--- src/rtl/rtc_mini_core_if.sv ---
// rtl/rtc_mini_core_if.sv - command word in, time accumulator views out
interface rtc_mini_core_if;
    logic [71:0] time_reg_ns_in;
    logic [71:0] time_reg_ns;
    logic [63:0] time_ptp_ns;
    logic [63:0] sync_time_ptp_ns;

    modport master (
        output time_reg_ns_in,
        input  time_reg_ns,
        input  time_ptp_ns,
        input  sync_time_ptp_ns
    );

    modport slave (
        input  time_reg_ns_in,
        output time_reg_ns,
        output time_ptp_ns,
        output sync_time_ptp_ns
    );
endinterface

--- src/rtl/rtc_mini_core.sv ---
// rtl/rtc_mini_core.sv - free-running ns time accumulator with edge-triggered SET/OFFSET/RATE commands
module rtc_mini_core #(
    parameter logic [15:0] DEFAULT_INC = 16'h0800
) (
    input  logic            clk,
    input  logic            rst,
    rtc_mini_core_if.slave  bus
);

    localparam logic [7:0] CMD_SET    = 8'h01;
    localparam logic [7:0] CMD_OFFSET = 8'h02;
    localparam logic [7:0] CMD_RATE   = 8'h03;

    logic [71:0] acc_q, acc_d;
    logic [15:0] inc_q, inc_d;
    logic [71:0] prev_in_q, prev_in_d;
    logic [63:0] sync_q, sync_d;

    logic [7:0]  cmd;
    logic [63:0] operand;
    logic [71:0] acc_inc;
    logic        exec;

    always_comb begin
        cmd       = bus.time_reg_ns_in[71:64];
        operand   = bus.time_reg_ns_in[63:0];
        acc_inc   = acc_q + {56'b0, inc_q};
        acc_d     = acc_inc;
        inc_d     = inc_q;
        prev_in_d = bus.time_reg_ns_in;
        sync_d    = acc_q[71:8];
        exec      = 1'b0;

        // Only a changed, non-idle word executes, so a held command fires once;
        // an unknown compare resolves false and never fires.
        if ((bus.time_reg_ns_in != prev_in_q) && (cmd != 8'h00)) begin
            exec = 1'b1;
        end

        if (exec) begin
            case (cmd)
                CMD_SET:    acc_d = {operand, 8'h00};
                // Signed operand: the 72-bit add wraps, giving two's-complement subtraction.
                CMD_OFFSET: acc_d = acc_inc + {operand, 8'h00};
                CMD_RATE: begin
                    if (operand[15:0] != 16'h0000) begin
                        inc_d = operand[15:0];
                    end
                end
                default: ;
            endcase
        end
    end

    always_ff @(posedge clk or negedge rst) begin
        if (!rst) begin
            acc_q     <= 72'd0;
            inc_q     <= DEFAULT_INC;
            prev_in_q <= 72'd0;
            sync_q    <= 64'd0;
        end else begin
            acc_q     <= acc_d;
            inc_q     <= inc_d;
            prev_in_q <= prev_in_d;
            sync_q    <= sync_d;
        end
    end

    assign bus.time_reg_ns      = acc_q;
    assign bus.time_ptp_ns      = acc_q[71:8];
    assign bus.sync_time_ptp_ns = sync_q;

endmodule

--- src/flat_wrapper.sv ---
// flat-port wrapper written by rule: the top's interface ports become plain ports
module rtc_mini_core_flat 
#(
    parameter logic [15:0] DEFAULT_INC = 16'h0800
)
  (clk, rst, bus_time_reg_ns_in, bus_time_reg_ns, bus_time_ptp_ns, bus_sync_time_ptp_ns);
  rtc_mini_core_if bus_i ();
  input  logic clk;
  input  logic rst;
  input wire logic [$bits(bus_i.time_reg_ns_in)-1:0] bus_time_reg_ns_in;
  output wire logic [$bits(bus_i.time_reg_ns)-1:0] bus_time_reg_ns;
  output wire logic [$bits(bus_i.time_ptp_ns)-1:0] bus_time_ptp_ns;
  output wire logic [$bits(bus_i.sync_time_ptp_ns)-1:0] bus_sync_time_ptp_ns;
  assign bus_i.time_reg_ns_in = bus_time_reg_ns_in;
  assign bus_time_reg_ns = bus_i.time_reg_ns;
  assign bus_time_ptp_ns = bus_i.time_ptp_ns;
  assign bus_sync_time_ptp_ns = bus_i.sync_time_ptp_ns;
  rtc_mini_core #(.DEFAULT_INC(DEFAULT_INC)) u_core (.clk(clk), .rst(rst), .bus(bus_i));
endmodule
--- config.mk ---
export PLATFORM = sky130hd
export DESIGN_NAME = rtc_mini_core_flat
export DESIGN_NICKNAME = d
export VERILOG_FILES = /design/src/rtl/rtc_mini_core_if.sv /design/src/rtl/rtc_mini_core.sv /design/src/flat_wrapper.sv
export SDC_FILE = /design/constraint.sdc
export NUM_CORES = 1
export LEC_CHECK = 0
export CORE_MARGIN = 1
export CORE_UTILIZATION = 57
export CTS_CLUSTER_DIAMETER = 40
export DETAILED_ROUTE_END_ITERATION = 12
export GPL_TIMING_DRIVEN = 0
export PLACE_DENSITY = 0.87
export SKIP_CTS_REPAIR_TIMING = 1
export SYNTH_ARGS = -nofsm -noshare
export SYNTH_HDL_FRONTEND = slang
export SYNTH_SLANG_ARGS = --single-unit
--- constraint.sdc ---
create_clock -name clk -period 9.6 [get_ports clk]
set_input_delay 1.92 -clock clk [delete_from_list [all_inputs] [get_ports clk]]
set_output_delay 1.92 -clock clk [all_outputs]
set_load 0.05 [all_outputs]
-- Word level (Yosys, flattened, before mapping)
Cells that the tools add are included.
- register bits after elaboration: 224
- input port bits: 74
- output and inout bits: 200
- word-level logic and storage cells: 17
- add/subtract/negate cells: 2
- equal/unequal tests: 4
- muxes and demuxes: 3
- reductions and logical operators: 4
- operators with widths (operator ; number):
    case mux 72 bit (2 select lines) ; 1
    adder 72 x 16 -> 72 bit ; 1
    adder 72 bit ; 1
    two-way mux 72 bit ; 1
    inequality test 72 bit ; 1
    == test 8 x 2 -> 1 bit, second input constant ; 2
    nonzero test 16 bit ; 1
    == test 8 x 1 -> 1 bit, second input constant ; 1
    nonzero test 8 bit ; 1
    AND reduction 3 bit ; 1
    logical AND 1 bit ; 1
    two-way mux 1 bit ; 1

-- Depth between registers and ports, before layout
Gate-level depths: netlist of run 1.
- depth after elaboration: 4
- gate-level depth with buffers: 26
- mapped depth without buffers: 25

-- Worst setup path before layout of run 1
Ideal clock, no wire load.
- kind: reg2reg
- start: register u_core.acc_q[0], in the netlist u_core.bus.time_reg_ns[0]
- end: register u_core.acc_q[71], in the netlist u_core.bus.time_reg_ns[71]
- library setup time: 0.138 ns
- arrival time: 5.350 ns
- required time: 9.462 ns
- path slack: 4.112 ns
- stages on the path, launching flop included: 25
- path buffers: 0
- clock period less this slack: 5.488 ns
- path through: dfrtp_1 -> ha_1 -> inv_1 -> fa_1 -> nor2b_1 -> o21a_1 -> o21ai_0 -> a31oi_1 -> o2111ai_1 -> nand2_1 -> nand2_1 -> nor2_1 -> nand4_1 -> xnor2_1 -> ha_1 -> and3_1 -> nand4_2 -> nor4_4 -> a2111o_1 -> a311oi_2 -> o31ai_4 -> a31o_4 -> a21o_1 -> a2111oi_0 -> o21ai_1
- cells in the longest elaborated chain, start to end: 4
- ends and longest elaborated chain (item ; RTL line ; source):
    start: declaration ; rtc_mini_core.sv:14 ; logic [71:0] acc_q, acc_d;
    start signal: assignment ; rtc_mini_core.sv:57 ; acc_q <= 72'd0;
    start signal: assignment ; rtc_mini_core.sv:62 ; acc_q <= acc_d;
    adder 72 x 16 -> 72 bit * ; rtc_mini_core.sv:27 ; acc_inc = acc_q + {56'b0, inc_q};
    adder 72 bit ; rtc_mini_core.sv:44 ; CMD_OFFSET: acc_d = acc_inc + {operand, 8'h00};
    case mux 72 bit (2 select lines) ; rtc_mini_core.sv:41 ; case (cmd)
    two-way mux 72 bit * ; rtc_mini_core.sv:40 ; if (exec) begin
    via u_core.acc_d[71] ; rtc_mini_core.sv:14 ;
The timed path passes the listed nets; every way through them passes the cells marked *.
A chain may end at the register's enable or synchronous reset.

-- Final worst setup path of run 1
Ends and elaborated chain as after synthesis.

==> results of run 1 <==
## registers in the layout, summed over array words and instances, names as in the netlist
name,flops
u_core.bus.sync_time_ptp_ns,64
u_core.inc_q,16
u_core.bus.time_reg_ns,72
u_core.prev_in_q,72
## layer usage
metal,wire length [microns],track usage (%)
met2,19800,56.3
met3,3700,6.22
met1,17500,45.9
met4,1890,16.0
met5,0,0
## stage by stage
step	cell area, sq um	util (%)	hold slack [ns]	worst slack [ns]
2_1_floorplan	13700	-	0.475	4.11
3_3_place_gp	16800	71.5	0.419	-2.49
3_5_place_dp	16900	71.6	0.421	2.93
4_1_cts	18000	76.7	0.432	2.86
5_1_grt	18000	76.7	0.460	2.33
6_report	18000	76.7	0.427	2.62
## worst max-delay path, delay by kind of cell (launching register included)
kind	cells	cell delay, ns
compound gates	15	4.00
fa+ha+maj	3	0.88
buf+inv	3	0.69
simple gates	4	0.65
flops	1	0.36
xor+xnor	1	0.23
## power by group through the flow
stage | clock [mW] | sequential, mW | combinational, mW
finish | 1.26 | 1.26 | 2.48
global route | 1.32 | 1.28 | 2.61
CTS | 1.27 | 1.26 | 2.45
detailed placement | 0 | 1.28 | 2.42
global placement | 0 | 1.27 | 2.37
floorplan | 0 | 1.75 | 1.21
## cells by family after synthesis
| group | Yosys count |
|---|---|
| buffers and inverters | 147 |
| muxes | 16 |
| AOI/OAI and AO/OA | 358 |
| xor gates and xnor gates | 196 |
| adders and majority gates | 84 |
| and+or+nand+nor | 374 |
| DFF | 224 |
## cell type report
type / instances / area, sq um / area share (%)
well taps: 319 / 399 / 2.21
flip-flops and latches: 224 / 5610 / 31.1
inverters: 34 / 128 / 0.707
repair buffers: 274 / 2770 / 15.3
clock inverters: 20 / 185 / 1.03
plain buffers: 113 / 697 / 3.86
multi-input cells: 1028 / 7270 / 40.3
clock buffers: 45 / 996 / 5.52
## worst max-delay path by stage
stage,startpoint,end,slack (ns),cells after the start
global route,u_core.inc_q[0],u_core.bus.time_reg_ns[71],2.33,26
detailed placement,u_core.bus.time_reg_ns[0],u_core.bus.time_reg_ns[71],2.93,26
global placement,rst,u_core.inc_q[9],-2.49,1
CTS,u_core.bus.time_reg_ns[0],u_core.bus.time_reg_ns[71],2.86,26
floorplan,u_core.bus.time_reg_ns[0],u_core.bus.time_reg_ns[71],4.11,24
finish,u_core.bus.time_reg_ns[0],u_core.bus.time_reg_ns[71],2.62,26
## layout by cell type (no fill, tap or decap), types with 4 or more instances in the layout
master / n
sky130_fd_sc_hd__clkbuf_8: 4
sky130_fd_sc_hd__mux2_2: 15
sky130_fd_sc_hd__nor3_1: 12
sky130_fd_sc_hd__clkdlybuf4s50_1: 272
sky130_fd_sc_hd__nand2b_1: 10
sky130_fd_sc_hd__a211oi_1: 7
sky130_fd_sc_hd__nand3_1: 39
sky130_fd_sc_hd__o21ai_0: 70
sky130_fd_sc_hd__o211ai_1: 11
sky130_fd_sc_hd__o21a_1: 4
sky130_fd_sc_hd__buf_4: 64
sky130_fd_sc_hd__clkbuf_1: 42
sky130_fd_sc_hd__a22oi_1: 35
sky130_fd_sc_hd__nand2_1: 134
sky130_fd_sc_hd__inv_1: 34
sky130_fd_sc_hd__ha_1: 82
sky130_fd_sc_hd__nand4_1: 43
sky130_fd_sc_hd__nor2_1: 61
sky130_fd_sc_hd__clkinv_4: 5
sky130_fd_sc_hd__dfrtp_1: 223
sky130_fd_sc_hd__clkbuf_16: 37
sky130_fd_sc_hd__and3_1: 15
sky130_fd_sc_hd__a2111oi_0: 4
sky130_fd_sc_hd__and4_1: 5
sky130_fd_sc_hd__nor2b_1: 9
sky130_fd_sc_hd__a221o_1: 4
sky130_fd_sc_hd__clkinvlp_4: 4
sky130_fd_sc_hd__xnor2_1: 92
sky130_fd_sc_hd__xor2_1: 104
sky130_fd_sc_hd__o31ai_1: 10
sky130_fd_sc_hd__o21ai_1: 4
sky130_fd_sc_hd__inv_6: 5
sky130_fd_sc_hd__a21oi_1: 78
sky130_fd_sc_hd__nor4_1: 24
sky130_fd_sc_hd__a21o_1: 58
sky130_fd_sc_hd__buf_2: 6
sky130_fd_sc_hd__and2_1: 7
sky130_fd_sc_hd__o21bai_1: 17
sky130_fd_sc_hd__a31oi_1: 9
==> metrics.txt, run 1 <==
Finished Layout Cells=2057; portion of the post-synthesis area used by sequential elements=40.9%; Initial Util=58.2%; synthesized-area fraction occupied by and/or/nand/nor cells=13.5%; clock edge transition at the registers on the reported setup and hold paths=0.06 ns; share of the synthesized netlist area taken by xor and xnor gates=12.5%; highest cell delay on the worst timing path=0.71 ns; async set-reset flop share out of synthesis=100%; weighted congestion at the end of routability-driven global placement=0.996; top flip-flop cell by instance count after synthesis=sky130_fd_sc_hd__dfrtp_1; Final Power=5.00 mW; remaining antenna violation count after routing=0; layout filler cell count=1619; layout net count=1869; count of distinct cell types in the synthesized netlist=84; worst reg2reg startpoint=u_core.bus.time_reg_ns[0]; largest cells by area after synthesis=sky130_fd_sc_hd__dfrtp_1 (41%), sky130_fd_sc_hd__ha_1 (7.5%), sky130_fd_sc_hd__xor2_1 (6.6%); adder and majority cell fraction of the synthesized area=7.78%; portion of netlist area occupied by mux cells=1.31%; vertical die dimension=157 microns; vias in the first global route=12.5k; relative contribution of combinational cells to total power=49.6%; total grt overflow=0; number of flops mapped to enable cells by yosys=0; TritonCTS clock tree=yes; Crit Path Max Fanout=8; share of power burned in the clock network=25.1%; power share of the sequential group=25.3%; RSZ-0062 raised after global routing=no; Worst Hold Launch=u_core.bus.time_reg_ns[13]; wirelength, routed=42.9 mm; maximum clock rate=143 MHz; area share of the leading cell type in the synthesized netlist=40.7%; WL/cell=20.9 microns; Commonest cells post-synth=sky130_fd_sc_hd__dfrtp_1 (223), sky130_fd_sc_hd__nand2_1 (134), sky130_fd_sc_hd__xor2_1 (104); most area-hungry cell type in the Yosys netlist=sky130_fd_sc_hd__dfrtp_1; flip-flop and latch count after synthesis=224; global-route wire length before repair=66.4 mm; required time worst endpoint=9.98 ns; setup violation total in the final timing report=0; complex-gate fraction of the synthesized area=17.9%; number of max-slew violations in the final report=0; CP Launch Type=flop; DR DRC count=0; initial DRC count=1063; site row count=56; area added between synthesis and finish=31.7%; first drt pass iteration count=5; Yosys warning count=0; Max Cap Violations=0; Slew headroom=19.9%; share of post-route cells with drive strength above 1=10.4%; Worst Hold Class=reg2reg; placed wire-length estimate=31.1 mm; cell total after placement=1992; CTS Sinks=224; CP endpoint kind=flop; Hold Path Stages=0; detailed-route via count=12.6k; Critical Setup Path Class=reg2reg; setup slack of the most critical reg-to-reg path=2.62 ns; switching part of the total power=44.1%; most frequent cell after synthesis=sky130_fd_sc_hd__dfrtp_1; Net Switching=2.20 mW; antenna violations before repair=0; maximum number of pins on one net before global-route repair=126; number of buffers added by the clock tree synthesis step=36; cell area after synthesis=13700 sq um; slowest CP cell=sky130_fd_sc_hd__a21oi_1; via density per instance=6.10; overall die area=24700 sq um; Clk Latency, worst-skew pair=0.52 ns; number of hold violations in the final report=0; ratio of final minimum period to clock period=72.7%; result of the run=complete, no violations; Hold Path Sink=u_core.bus.sync_time_ptp_ns[5]; pwr/cell area=277 nW/um^2; internal power of the cells=2.79 mW; Register-to-Register Path Depth=26; Final TNS setup=0 ns; cell repeated most along the worst path=sky130_fd_sc_hd__a21o_1; main combinational cell family by area after synthesis=compound AO/OA/AOI/OAI gates; die extent in x=157 microns; IO Pins=274; quantity of I/O buffers inserted on ports=273; maximum level of the CTS H-tree=2; Core Area=23500 sq um; maximum ir drop on the vdd rail=193 uV; crit path time final=6.98 ns; data arrival time of the critical path=7.36 ns; leakage dissipation=8.14 nW; deepest clock path buffer count=3; Inserted Diodes=0; number of nets produced by synthesis=1557; final clock skew=0.0291 ns; total routing usage reported by global routing=35.0%; Mapped Cells=1399; endpoint of the most critical register-to-register path=u_core.bus.time_reg_ns[71]; cell at the root of the clock tree=sky130_fd_sc_hd__clkbuf_16; syn avg cell area=9.79 sq um; actual transition at the worst max-transition pin=1.19 ns
Power figures use the tool's default switching activity.
==> run 2, diff against run 1 <==
- CORE_UTILIZATION: 57 -> 48
- PLACE_DENSITY: 0.87 -> 0.78
- clock period: 9.6 -> 6.3 ns (I/O delays scaled with it)
==> metrics.txt, run 2 (synthesis results as in run 1) <==
result of the run=finished, violations left; violations in the final reports=DRC; required time worst endpoint=6.69 ns; commonest non-fill, non-tap cell in the layout=sky130_fd_sc_hd__clkdlybuf4s50_1; number of hold violations in the final report=0; met2 WL post-DR=19.7 mm; data arrival time of the critical path=6.36 ns; minimum setup slack in the final design=0.327 ns; Inserted Diodes=0; Max Cap Violations=0; area added between synthesis and finish=34.2%; internal power of the cells=4.49 mW; cell at the root of the clock tree=sky130_fd_sc_hd__clkbuf_16; maximum number of pins on one net before global-route repair=82; initial DRC count=975; actual transition at the worst max-transition pin=1.07 ns; Critical Setup Path Class=reg2reg; via density per instance=5.68; leakage dissipation=8.28 nW; wirelength, routed=42.7 mm; overall die area=29200 sq um; share of power burned in the clock network=27.2%; antenna violations before repair=0; wire length on met3=3.04 mm; Finished Layout Cells=2118; switching part of the total power=42.4%; die extent in x=171 microns; CTS Sinks=224; IO Pins=274; TritonCTS clock tree=yes; Core Area=27900 sq um; final hold slack=0.439 ns; Slew headroom=28.3%; Worst Hold Class=reg2reg; worst reg2reg startpoint=u_core.bus.time_reg_ns[0]; quantity of I/O buffers inserted on ports=273; worst setup timing slack at the placement stage=-0.225 ns; first drt pass iteration count=12; crit path time final=5.97 ns; uppermost metal layer occupied by signal nets=met4; Net Switching=3.30 mW; relative contribution of combinational cells to total power=48.2%; placed wire-length estimate=31.6 mm; power share of the sequential group=24.6%; DR DRC count=1; final clock skew=0.0180 ns; Crit Path Max Fanout=9; clock edge transition at the registers on the reported setup and hold paths=0.05 ns; setup violation total in the final timing report=0; crit path from=u_core.bus.time_reg_ns[0]; share of post-route cells with drive strength above 1=11.2%; total routing usage reported by global routing=29.2%; maximum ir drop on the vdd rail=248 uV; number of max-slew violations in the final report=0; Initial Util=49.0%; total grt overflow=0; Clk Latency, worst-skew pair=0.52 ns; weighted congestion at the end of routability-driven global placement=0.940; site row count=61; remaining antenna violation count after routing=0; Final TNS setup=0 ns; number of buffers added by the clock tree synthesis step=36; maximum clock rate=167 MHz; deepest clock path buffer count=3; detailed-route via count=12.0k; pwr/cell area=424 nW/um^2; maximum level of the CTS H-tree=2; WL/cell=20.1 microns; vertical die dimension=171 microns; layout net count=1870; Worst Hold Launch=u_core.bus.time_reg_ns[14]; vias in the first global route=12.0k; ratio of final minimum period to clock period=94.8%; wire length the detailed router placed on met1=18.6 mm; global-route wire length before repair=65.4 mm; cell total after placement=2052; CP Launch Type=flop; CP endpoint kind=flop; commonest cells after routing, fill and taps aside=sky130_fd_sc_hd__clkdlybuf4s50_1 (272), sky130_fd_sc_hd__dfrtp_1 (223), sky130_fd_sc_hd__nand2_1 (132); layout filler cell count=2227
run 2: cell types whose count changed in the layout (fill, tap and decap cells not counted), sizes merged:
cell      change
clkinv        -2
buf           +2
clkinvlp      -2
clkbuf        +2
bufinv        +5
inv           -3
run 2: path summary, 6_finish.rpt:
path | to | slack [ns] | cells past startpoint
setup / recovery | u_core.bus.time_reg_ns[71] | 0.33 | 26
max in group asynchronous | u_core.bus.sync_time_ptp_ns[35] | 4.77 | 2
hold reg to reg | u_core.bus.sync_time_ptp_ns[6] | 0.44 | 0
min in group asynchronous | u_core.bus.sync_time_ptp_ns[1] | 0.70 | 1
hold / removal | u_core.bus.sync_time_ptp_ns[6] | 0.44 | 0
setup reg to reg | u_core.bus.time_reg_ns[71] | 0.33 | 26
run 2: layout make-up:
cell class	instances	area, sq um	area share (%)
buffer	112	693	3.77
timing repair buffer	276	2800	15.2
multi-input combinational	1028	7380	40.1
tap	378	473	2.57
clock inverter	18	264	1.44
sequential	224	5610	30.5
inverter	34	128	0.694
clock buffer	48	1040	5.64
run 2: routing by layer:
layer	vias up	track usage, %
met5	-	0
met4	0	10.8
met3	89	5.85
met2	489	47.0
met1	5848	38.9
li1	5605	-
run 2: through the flow:
stage	utilization (%)	area, sq um	power [mW]
6_report	65.8	18400	7.79
3_5_place_dp	60.7	17000	5.63
2_1_floorplan	-	13700	4.52
3_3_place_gp	60.5	16900	5.58
4_1_cts	65.4	18300	7.78
5_1_grt	65.8	18400	8.14
run 2: power groups by stage:
stage	Combinational (mW)	Sequential (mW)	Clock (mW)
4_1_cts	3.71	1.92	2.15
3_5_place_dp	3.69	1.94	0
5_1_grt	3.97	1.95	2.21
6_report	3.76	1.92	2.12
2_1_floorplan	1.85	2.67	0
3_3_place_gp	3.65	1.93	0
run 2: critical path, cell delays in order (launching register included):
cell and delay [ns]:
sky130_fd_sc_hd__dfrtp_1 0.36, sky130_fd_sc_hd__ha_1 0.20, sky130_fd_sc_hd__inv_1 0.07, sky130_fd_sc_hd__fa_1 0.39
sky130_fd_sc_hd__nor2b_1 0.19, sky130_fd_sc_hd__o21a_1 0.16, sky130_fd_sc_hd__o21ai_0 0.14, sky130_fd_sc_hd__a31oi_2 0.30
sky130_fd_sc_hd__o2111ai_2 0.22, sky130_fd_sc_hd__nand2_2 0.21, sky130_fd_sc_hd__nand2_2 0.16, sky130_fd_sc_hd__nor2_4 0.21
sky130_fd_sc_hd__nand3_1 0.15, sky130_fd_sc_hd__xnor2_2 0.18, sky130_fd_sc_hd__ha_1 0.27, sky130_fd_sc_hd__buf_2 0.19
sky130_fd_sc_hd__nand4_2 0.17, sky130_fd_sc_hd__inv_1 0.07, sky130_fd_sc_hd__a221oi_2 0.31, sky130_fd_sc_hd__nor3_1 0.09
sky130_fd_sc_hd__a2111o_1 0.36, sky130_fd_sc_hd__a311oi_4 0.35, sky130_fd_sc_hd__o31ai_4 0.16, sky130_fd_sc_hd__a31o_4 0.30
sky130_fd_sc_hd__a21o_1 0.17, sky130_fd_sc_hd__a2111oi_1 0.35, sky130_fd_sc_hd__o21ai_1 0.12
